===== src/rtl/microstepper_pkg.sv =====
// microstepper_pkg: widths and default chopper timing shared by the microstepper stages
package microstepper_pkg;
  localparam int OFF_W = 10;
  localparam int BLANK_W = 8;
  localparam int MINON_W = 8;
  localparam int TRIP_W = 16;
  localparam logic [OFF_W-1:0] DEF_OFFTIME = 10'd810;
  localparam logic [BLANK_W-1:0] DEF_BLANKTIME = 8'd27;
  localparam logic [MINON_W-1:0] DEF_MINON = 8'd54;
endpackage


===== src/rtl/chopper_channel_timer.sv =====
// chopper_channel_timer: off/blank/min-on countdowns, off_done pulse and saturating trip counter for one phase
module chopper_channel_timer #(
  parameter int OFF_W = microstepper_pkg::OFF_W,
  parameter int BLANK_W = microstepper_pkg::BLANK_W,
  parameter int MINON_W = microstepper_pkg::MINON_W,
  parameter int TRIP_W = microstepper_pkg::TRIP_W
) (
  input  logic               clk,
  input  logic               reset,
  input  logic [OFF_W-1:0]   config_offtime,
  input  logic [BLANK_W-1:0] config_blanktime,
  input  logic [MINON_W-1:0] config_minon,
  input  logic               en,
  input  logic               starting,
  input  logic               clear_trip_count,
  output logic [OFF_W-1:0]   off_timer,
  output logic [BLANK_W-1:0] blank_timer,
  output logic [MINON_W-1:0] minimum_on_timer,
  output logic               off_done,
  output logic [TRIP_W-1:0]  trip_count
);
  logic accept;
  logic [BLANK_W-1:0] blank_dec;
  logic [MINON_W-1:0] minon_dec;
  always_comb begin
    accept = !starting && en && off_timer == '0;
    blank_dec = (blank_timer != '0) ? blank_timer - 1'b1 : blank_timer;
    minon_dec = (minimum_on_timer != '0) ? minimum_on_timer - 1'b1 : minimum_on_timer;
  end
  always_ff @(posedge clk) begin
    if (reset) begin
      off_timer <= '0;
      blank_timer <= '0;
      minimum_on_timer <= '0;
      off_done <= 1'b0;
      trip_count <= '0;
    end else begin
      off_done <= 1'b0;
      if (starting) begin
        off_timer <= '0;
        blank_timer <= config_blanktime;
        minimum_on_timer <= config_minon;
      end else if (accept) begin
        off_timer <= config_offtime;
        blank_timer <= blank_dec;
        minimum_on_timer <= minon_dec;
      end else if (off_timer == OFF_W'(1)) begin
        // end of off period re-arms blanking and the minimum on-time
        off_timer <= '0;
        blank_timer <= config_blanktime;
        minimum_on_timer <= config_minon;
        off_done <= 1'b1;
      end else begin
        off_timer <= (off_timer != '0) ? off_timer - 1'b1 : off_timer;
        blank_timer <= blank_dec;
        minimum_on_timer <= minon_dec;
      end
      trip_count <= clear_trip_count ? '0 :
                    (accept && trip_count != '1) ? trip_count + 1'b1 : trip_count;
    end
  end
endmodule


===== src/rtl/microstepper_chopper_timers.sv =====
// microstepper_chopper_timers: phase A (ch0) and phase B (ch1) chopper timing channels
module microstepper_chopper_timers #(
  parameter int OFF_W = microstepper_pkg::OFF_W,
  parameter int BLANK_W = microstepper_pkg::BLANK_W,
  parameter int MINON_W = microstepper_pkg::MINON_W,
  parameter int TRIP_W = microstepper_pkg::TRIP_W
) (
  input  logic               clk,
  input  logic               reset,
  input  logic [OFF_W-1:0]   config_offtime,
  input  logic [BLANK_W-1:0] config_blanktime,
  input  logic [MINON_W-1:0] config_minon,
  input  logic               offtimer_en0,
  input  logic               offtimer_en1,
  input  logic               a_starting,
  input  logic               b_starting,
  input  logic               clear_trip_count,
  output logic [OFF_W-1:0]   off_timer0,
  output logic [OFF_W-1:0]   off_timer1,
  output logic [BLANK_W-1:0] blank_timer0,
  output logic [BLANK_W-1:0] blank_timer1,
  output logic [MINON_W-1:0] minimum_on_timer0,
  output logic [MINON_W-1:0] minimum_on_timer1,
  output logic               off_done0,
  output logic               off_done1,
  output logic [TRIP_W-1:0]  trip_count0,
  output logic [TRIP_W-1:0]  trip_count1
);
  chopper_channel_timer #(.OFF_W(OFF_W), .BLANK_W(BLANK_W), .MINON_W(MINON_W), .TRIP_W(TRIP_W)) u_ch0 (
    .clk(clk), .reset(reset),
    .config_offtime(config_offtime), .config_blanktime(config_blanktime), .config_minon(config_minon),
    .en(offtimer_en0), .starting(a_starting), .clear_trip_count(clear_trip_count),
    .off_timer(off_timer0), .blank_timer(blank_timer0), .minimum_on_timer(minimum_on_timer0),
    .off_done(off_done0), .trip_count(trip_count0)
  );
  chopper_channel_timer #(.OFF_W(OFF_W), .BLANK_W(BLANK_W), .MINON_W(MINON_W), .TRIP_W(TRIP_W)) u_ch1 (
    .clk(clk), .reset(reset),
    .config_offtime(config_offtime), .config_blanktime(config_blanktime), .config_minon(config_minon),
    .en(offtimer_en1), .starting(b_starting), .clear_trip_count(clear_trip_count),
    .off_timer(off_timer1), .blank_timer(blank_timer1), .minimum_on_timer(minimum_on_timer1),
    .off_done(off_done1), .trip_count(trip_count1)
  );
endmodule


===== config.mk =====
export PLATFORM = sky130hd
export DESIGN_NAME = microstepper_chopper_timers
export DESIGN_NICKNAME = d
export VERILOG_FILES = /design/src/rtl/microstepper_pkg.sv /design/src/rtl/chopper_channel_timer.sv /design/src/rtl/microstepper_chopper_timers.sv
export SDC_FILE = /design/constraint.sdc
export NUM_CORES = 1
export LEC_CHECK = 0
export CORE_MARGIN = 2
export CORE_UTILIZATION = 40
export CTS_CLUSTER_DIAMETER = 150
export DETAILED_ROUTE_END_ITERATION = 16
export PLACE_DENSITY = 0.67
export SYNTH_ARGS = -nofsm -noshare
export SYNTH_HDL_FRONTEND = slang
export SYNTH_SLANG_ARGS = --single-unit

===== constraint.sdc =====
create_clock -name clk -period 2.3 [get_ports clk]
set_clock_uncertainty 0.05 [all_clocks]
set_input_delay 0.23 -clock clk [delete_from_list [all_inputs] [get_ports clk]]
set_output_delay 0.23 -clock clk [all_outputs]
set_load 0.005 [all_outputs]

Word level (Yosys, flattened, before mapping)
Cells that the tools add are included. Widths: inputs -> output; s select.

Reductions and logical operators: 23. Add/sub/neg operators: 8. Mux-type cells: 24. Equal/unequal tests: 4.

Operators with widths (count): $mux 8 (16); $mux 10 (6); $add 16x1->16 const B (2); $ne 16x16->1 const B (2); $reduce_bool 8->1 (4); $sub 8x1->8 const B (4); $eq 10x1->1 const B (2); $logic_not 10->1 (2); $reduce_bool 10->1 (2); $sub 10x1->10 const B (2); $logic_and 1x1->1 (6); $reduce_bool 3->1 (2); $reduce_or 2->1 (3); $reduce_or 3->1 (2); $logic_not 1->1 (2); $mux 1 (2).

Register bits: 86. Bits of input ports: 33. Word-level logic and storage cells: 69. Output and inout bits: 86.

Longest topological paths before layout
Depth in word-level cells: 5. Gate-level depth with buffers: 9. Gate-level depth less buffers: 7.

By module
From an unflattened synthesis, not the netlist that was laid out.

Cells, all modules: 602. Area, all modules: 5012.3 um^2.

By module, submodules not included: chopper_channel_timer (times used 2, cells each 301, area an instance 2506.2 um^2, seq. area each 860.8 um^2).

Worst setup path before layout
No wires, ideal clock.

Path type: reg-to-reg. Start: reg u_ch0.off_timer[0]. End: reg u_ch0.trip_count[10]. Path slack: 0.265 ns. Buffers on the path: 2. Arrival: 1.857 ns. Clock period less this slack: 2.035 ns. Library setup time: 0.128 ns. Data required time: 2.122 ns. Cell stages (with the launch flop): 10. Cells stage by stage: dfxtp_1 inv_1 ha_1 buf_2 nor3b_1 nand4_2 buf_2 nor4_1 xnor2_1 nor2_1.

Longest elaborated chain between the ends: 3.

Ends and longest elaborated chain: from (decl) (line chopper_channel_timer.sv:16) `output logic [OFF_W-1:0] off_timer,`; from (signal assigned) (line chopper_channel_timer.sv:44) `off_timer <= config_offtime;`; from (signal assigned) (line chopper_channel_timer.sv:54) `off_timer <= (off_timer != '0) ? off_timer - 1'b1 : off_timer;`; $logic_not 10->1 (line chopper_channel_timer.sv:26) `accept = !starting && en && off_timer == '0;`; $logic_and 1x1->1 (line chopper_channel_timer.sv:26); $logic_and 1x1->1 (line chopper_channel_timer.sv:59) `(accept && trip_count != '1) ? trip_count + 1'b1 : trip_count;`; to (signal assigned) (line chopper_channel_timer.sv:58) `trip_count <= clear_trip_count ? '0 :`; to (decl) (line chopper_channel_timer.sv:20) `output logic [TRIP_W-1:0] trip_count`.

No other way between the ends. A chain may end at the register's enable or synchronous reset.

Worst setup path after layout
Start: reg u_ch0.blank_timer[3]. End: reg u_ch0.blank_timer[0].

Longest elaborated chain between the ends: 5.

Ends and longest elaborated chain: from (decl) (line chopper_channel_timer.sv:17) `output logic [BLANK_W-1:0] blank_timer,`; from (signal assigned) (line chopper_channel_timer.sv:41) `blank_timer <= config_blanktime;`; from (signal assigned) (line chopper_channel_timer.sv:45) `blank_timer <= blank_dec;`; from (signal assigned) (line chopper_channel_timer.sv:50) `blank_timer <= config_blanktime;`; $reduce_bool 8->1 (*) (line chopper_channel_timer.sv:27) `blank_dec = (blank_timer != '0) ? blank_timer - 1'b1 : blank_timer;`; $mux 8 (*) (line chopper_channel_timer.sv:27); $mux 8 (line chopper_channel_timer.sv:47) `end else if (off_timer == OFF_W'(1)) begin`; $mux 8 (*) (line chopper_channel_timer.sv:43) `end else if (accept) begin`; $mux 8 (*) (line chopper_channel_timer.sv:39) `if (starting) begin`.

Mark *: on every way between the ends. The rest lies on a longest branch, timed or not.

==> flow_summary.ini <==
[sta]
setup_viol_count_final = 0
crit_path_time_final_ns = 2.12
report.final.hold_viol_count = 0
post-route-period-util_pct = 92.3
fmax_mhz = 471
rsz_0062_raised_after_global_routing = no
tightest_slew_ns = 0.812
setup_tns_ns = 0
maxSlewViolCount = 0
timing.slew.headroom_pct = 45.7

[grt]
first_pass_grt_wire_length_mm = 21.8
grt_pass1_vias = 4490
grt_overflow_total = 0
track_usage_pct = 20.8
antenna_found_initial = 0
grt_max_degree = 35

[layout]
antenna_cells = 0
final_nets = 750
fillCellCount = 1071
drive_gt1_share_pct = 8.76
fin_area_um2 = 6520
area_growth_syn_to_layout_pct = 39.8

[power_and_ir_drop]
total_power_w = 0.00767
netSwitchingFraction_pct = 37.4
intPower_w = 0.00480
clock_power_share_pct = 24.0
power.switching_w = 0.00287
share_of_total_power_in_combinational_logic_pct = 48.1
power_per_cell_area_nw_per_um2 = 1180
leakagePower_nw = 2.33
vdd_ir_drop_max_uv = 896
pwr-share-seq_pct = 27.9

[synth]
synth.distinct_cells = 59
post-synth-top-area-cell = sky130_fd_sc_hd__dfxtp_1
synthXorXnorAreaFrac_pct = 10.1
synth_fa_ha_area_share_pct = 3.76
area_fraction_in_compound_gates_after_synthesis_pct = 15.2
synth_largest_type_area_fraction_pct = 36.9
synth-seq-area-share_pct = 36.9
synth_top_family_by_area = simple AND/OR/NAND/NOR gates
syn-num-nets = 619
synth_seq_cells = 86
yosysWarningCount = 0
asyncSetResetFlopFracSynth_pct = 0
yosys.area_share.simple_pct = 29.3
postSynthCellCount = 572
ys.flop_type = sky130_fd_sc_hd__dfxtp_1
syn_avg_cell_area_um2 = 8.15
post-synth-top-count-cell = sky130_fd_sc_hd__dfxtp_1
synthTopCellsByCount = sky130_fd_sc_hd__dfxtp_1, sky130_fd_sc_hd__nor2_1, sky130_fd_sc_hd__nand2_1
netlist_top_cells_area = sky130_fd_sc_hd__dfxtp_1, sky130_fd_sc_hd__xnor2_1, sky130_fd_sc_hd__nor2_1
synth.cell_area_um2 = 4660
synth-edff-count = 0
synth_mux_area_share_pct = 0.644

[clock_tree]
clock_tree_from_tritoncts = done
cts-hold-fix-buffers = 0
cts_sinks = 86
clk_root_buffer_cell = sky130_fd_sc_hd__clkbuf_16
tritoncts.num_buffers = 9
cts.htree.levels = 3
clk_transition_reported_paths_ns = 0.07
max-clock-path-buffers = 2
clk_latency_ns = 0.34

[critical_path]
cp_cell_instances = or4_1, or4b_1, xnor2_2, nand2_1, a21oi_2
cp_data_arrival_time_ns = 2.34
crit_path_max_fanout = 7
critical_path_class = reg -> reg
critPathRequiredTime_ns = 2.52
critPathSlowestCell = sky130_fd_sc_hd__or4b_1
cp-end-kind = register
worstSetupStartpointType = register
cp_slowest_stage_delay_ns = 0.67

[route]
routed-via-count = 4650
drc_errors = 0
vias_per_cell = 5.46
drt_wl_cell_um = 15.6
wirelength_mm = 13.3
antenna_left = 0
drt_first_iter_violations = 321
first_pass_detailed_route_iteration_total = 7

[floorplan]
top_level_ports = 119
design.core.area_um2 = 11400
number_of_rows_created_at_floorplan = 39
die_height_um = 112
initial_utilization_pct = 40.8
die_x_um = 112
dieArea_um2 = 12500

[place]
place.gp.congestion = 0.899
place_hpwl_mm = 9.88
dpl-instance-area_um2 = 6100
portBuffers = 118

[run]
maxCapViolations = 0

[status]
status = complete, no violations

[min_path]
worstHoldPathType = in -> reg
[layout make-up]
| cell class | instances | area, um2 | area share (%) |
|---|---|---|---|
| clock buffer | 11 | 253 | 3.88 |
| sequential | 86 | 1720 | 26.4 |
| inverter | 23 | 86.3 | 1.32 |
| clock inverter | 5 | 129 | 1.98 |
| multi-input combinational | 441 | 2790 | 42.8 |
| timing repair buffer | 142 | 1360 | 20.9 |
| tap | 143 | 179 | 2.75 |
[state kept, by name (all words and copies together) (netlist names)]
register,cells
u_ch0.trip_count,16
u_ch1.trip_count,16
u_ch0.off_timer,10
u_ch1.off_timer,10
u_ch0.blank_timer,8
u_ch0.minimum_on_timer,8
u_ch1.blank_timer,8
u_ch1.minimum_on_timer,8
u_ch0.off_done,1
u_ch1.off_done,1
[per-layer routing]
metal,up-vias,track usage (%),share of wire [%]
li1,2317,-,-
met1,2165,27.6,46
met2,153,34.1,47
met3,15,3.97,5.2
met4,0,7.48,1.7
met5,-,0,0
[critical path, delay by kind of cell, from the launching register on]
family | cells | cell delay (ns)
AND/OR/NAND/NOR | 3 | 1.30
flip-flops | 1 | 0.36
XOR/XNOR | 1 | 0.19
AO/OA/AOI/OAI | 1 | 0.16
[power groups by stage]
stage	combinational, W	clock, W	sequential, W
3_5_place_dp	0.00361	0	0.00216
3_3_place_gp	0.00354	0	0.00215
5_1_grt	0.00409	0.00193	0.00219
6_report	0.00369	0.00184	0.00214
4_1_cts	0.00363	0.00187	0.00213
2_1_floorplan	0.00232	0	0.00215
[cell families (layout without fill, tap and decap cells)]
kind of cell,count (synthesis),after routing
and+or+nand+nor,263,263
AOI/OAI and AO/OA,108,108
DFF,86,86
xor gates and xnor gates,53,53
buffers and inverters,45,181
adders and majority gates,14,14
muxes,3,3
[per-stage QoR]
| step | hold WS, ns | setup slack (ns) | std cells | utilization (%) |
|---|---|---|---|---|
| after floorplan | 0.270 | 0.265 | 572 | - |
| after global placement | 0.448 | 0.120 | 834 | 53.4 |
| after detailed placement | 0.456 | -0.0111 | 834 | 53.4 |
| after CTS | 0.421 | 0.0413 | 850 | 56.8 |
| after global routing | 0.436 | 0.0961 | 851 | 57.1 |
| final | 0.429 | 0.176 | 851 | 57.1 |
[worst paths after layout]
path	to	slack, ns	depth (start not counted)	from
worst max register to register	u_ch0.blank_timer[0]	0.18	5	u_ch0.blank_timer[3]
worst max-delay path	u_ch0.blank_timer[0]	0.18	5	u_ch0.blank_timer[3]
worst min register to register	u_ch1.trip_count[14]	0.47	2	u_ch1.trip_count[15]
worst min-delay path	u_ch0.blank_timer[5]	0.43	3	config_blanktime[5]
[layout by cell type (no fill, tap or decap), types with 9 or more instances in the layout]
cell type and n:
sky130_fd_sc_hd__nand3_1 31, sky130_fd_sc_hd__a21oi_1 36, sky130_fd_sc_hd__clkbuf_16 9, sky130_fd_sc_hd__inv_1 23
sky130_fd_sc_hd__a211oi_1 11, sky130_fd_sc_hd__dfxtp_1 86, sky130_fd_sc_hd__nand4_1 11, sky130_fd_sc_hd__xor2_1 12
sky130_fd_sc_hd__ha_1 14, sky130_fd_sc_hd__nand2_1 61, sky130_fd_sc_hd__o21ai_0 16, sky130_fd_sc_hd__nor2_1 64
sky130_fd_sc_hd__xnor2_1 40, sky130_fd_sc_hd__nor3_1 22, sky130_fd_sc_hd__clkdlybuf4s50_1 118, sky130_fd_sc_hd__buf_4 24
sky130_fd_sc_hd__nor4_1 19
[repair_timing]
| item | in CTS | in global routing |
|---|---|---|
| setup endpoints to repair | 1 | 12 |
| gates resized for setup | 1 | 4 |
| buffers inserted | 0 | 1 |
Note: power is estimated with default switching activity, not from simulation.
==> RTL change: new RTL, same settings <==
Register the output `trip_count1`; this adds one clock of latency there. The other outputs are not delayed to match.
--- a/src/rtl/microstepper_chopper_timers.sv
+++ b/src/rtl/microstepper_chopper_timers.sv
@@ -26,6 +26,8 @@
   output logic [TRIP_W-1:0]  trip_count0,
   output logic [TRIP_W-1:0]  trip_count1
 );
+
+  logic [TRIP_W-1:0] trip_count1_d;
   chopper_channel_timer #(.OFF_W(OFF_W), .BLANK_W(BLANK_W), .MINON_W(MINON_W), .TRIP_W(TRIP_W)) u_ch0 (
     .clk(clk), .reset(reset),
     .config_offtime(config_offtime), .config_blanktime(config_blanktime), .config_minon(config_minon),
@@ -38,7 +40,11 @@
     .config_offtime(config_offtime), .config_blanktime(config_blanktime), .config_minon(config_minon),
     .en(offtimer_en1), .starting(b_starting), .clear_trip_count(clear_trip_count),
     .off_timer(off_timer1), .blank_timer(blank_timer1), .minimum_on_timer(minimum_on_timer1),
-    .off_done(off_done1), .trip_count(trip_count1)
+    .off_done(off_done1), .trip_count(trip_count1_d)
   );
+  always_ff @(posedge clk) begin
+      trip_count1 <= trip_count1_d;
+  end
+
 endmodule
 
Function: changed (Yosys sat finds a counterexample within 4 cycles, from zero or initial values and one cycle with reset high).
==> RTL change against the unedited design <==
Final area rose by 12%; largest power group unchanged; global-route usage increased by 1.2 points; count of clock-buffer cells in the layout down 2; total power up 9.0%; wire length increased by 19%; critical path depth is 1 higher; area after synthesis grew 14%; sequential cell count rose by 16; worst setup slack got worse by 0.13 ns; highest routed layer unchanged; sequential share of layout area up 1.7 points; cell count increased by 13%; synthesized cell count grew 10%; first-iteration DRC count increased by 12%.
==> RTL change: results <==
[place]
dpl-instance-area_mm2 = 0.00696
dp_hpwl_mm = 11.8
preCtsSetupSlack_ns = 0.0558
gp_congestion = 0.916
dp_cells = 943

[cells_and_area]
drive_above_1_share = 0.110
reg.largest.list = "trip_count1: 16 flops, u_ch0.trip_count: 16 flops, u_ch1.trip_count: 16 flops"
antennaDiodeCount = 0
stdcell_count = 960
fillCellCount = 1174
fin_nets = 826

[logic_synthesis]
synthMuxAreaShare = 0.0194
synth-async-reset-ratio = 0
seq_area_frac_synth = 0.386
synth-xor-area-share = 0.0314
synth_compound_area_frac = 0.209
synth-adder-area-share = 0.0331
syn-num-nets = 678
synth_commonest_cells = "dfxtp_1 (102), a21oi_1 (61), nand2_1 (52), nor2_1 (37), or4_1 (28)"
syn-mean-instance-area_um2 = 8.39
synth_area_leaders = "dfxtp_1 (39%), a21oi_1 (5.8%), or4_1 (4.0%), nand2_1 (3.7%), o31ai_1 (3.5%)"

[setup_path]
reg2regPathDepth = 6
rrSetupSlack_ns = 0.04
critPathMaxStageDelay_ns = 0.49
critical_path.endpoint = "u_ch0.trip_count[15]"
arrival_ns = 2.50
critPathLaunch = "u_ch0.off_timer[1]"
cp_slowest_cell = "or4b_4"

[min_path]
min_from = "u_ch1.trip_count[7]"
hp-class = "reg -> reg"
min_to = "trip_count1[7]"
holdPathStages = 0

[global_route]
grt_use_met2 = 0.363
grt_pass1_vias = 5196
grt_util_met1 = 0.279
grt_max_degree = 30
use_met3 = 0.0594
grtUsageTotal = 0.221
grt_pass1_wl_mm = 25.5

[detailed_routing]
wl_met1_mm = 7.19
drtIter0Drc = 358
top_layer_used = "met4"
wl_per_cell_um = 16.5
dr.pass1.iters = 5
met2_length_mm = 7.55
wl_met3_um = 830
dr_total_vias = 5551

[outcome]
status = "complete, no violations"

[clock_network]
clockBufferDepth = 2
clk_latency_ns = 0.36

[timing]
finalCritPeriodShare = 0.982
hold_slack_ns = 0.351
maxSlewHeadroom = 0.479

[pwr]
p_leak_nw = 2.61
vdd_drop_max_mv = 0.599
## RTL change: cell types whose count changed after synthesis, moves of 9 or more
cell      unedited run  this run
dfxtp_1             86       102
xnor2_1             40         7
clkbuf_1            14        23
a21oi_1             36        61
nor2_1              64        37
nand2_1             61        52
or4_1                2        28
o31ai_1              2        25
## RTL change: cell type report
type                            count  area (µm²)  area share
Tap cell                          176         220      0.0303
Timing Repair Buffer              168        1560       0.214
Clock buffer                        9         225      0.0309
Sequential cell                   102        2050       0.281
Inverter                           18        70.1     0.00963
Multi-Input combinational cell    480        3090       0.425
Clock inverter                      7        68.8     0.00946
## RTL change: timing repair
item,CTS,global route
hold endpoints to repair,0,0
setup endpoints to repair,0,6
resized for setup,0,4
## RTL change: logic make-up after synthesis
logic type | count (synthesis)
simple gates | 267
compound gates | 169
flops | 102
buf+inv | 50
xor+xnor | 19
fa+ha+maj | 14
mux | 10
## RTL change: where the power goes
part	switching (mW)	internal, mW
Combinational	2.25	2.15
Clock	0.755	0.761
Sequential	0.376	2.06
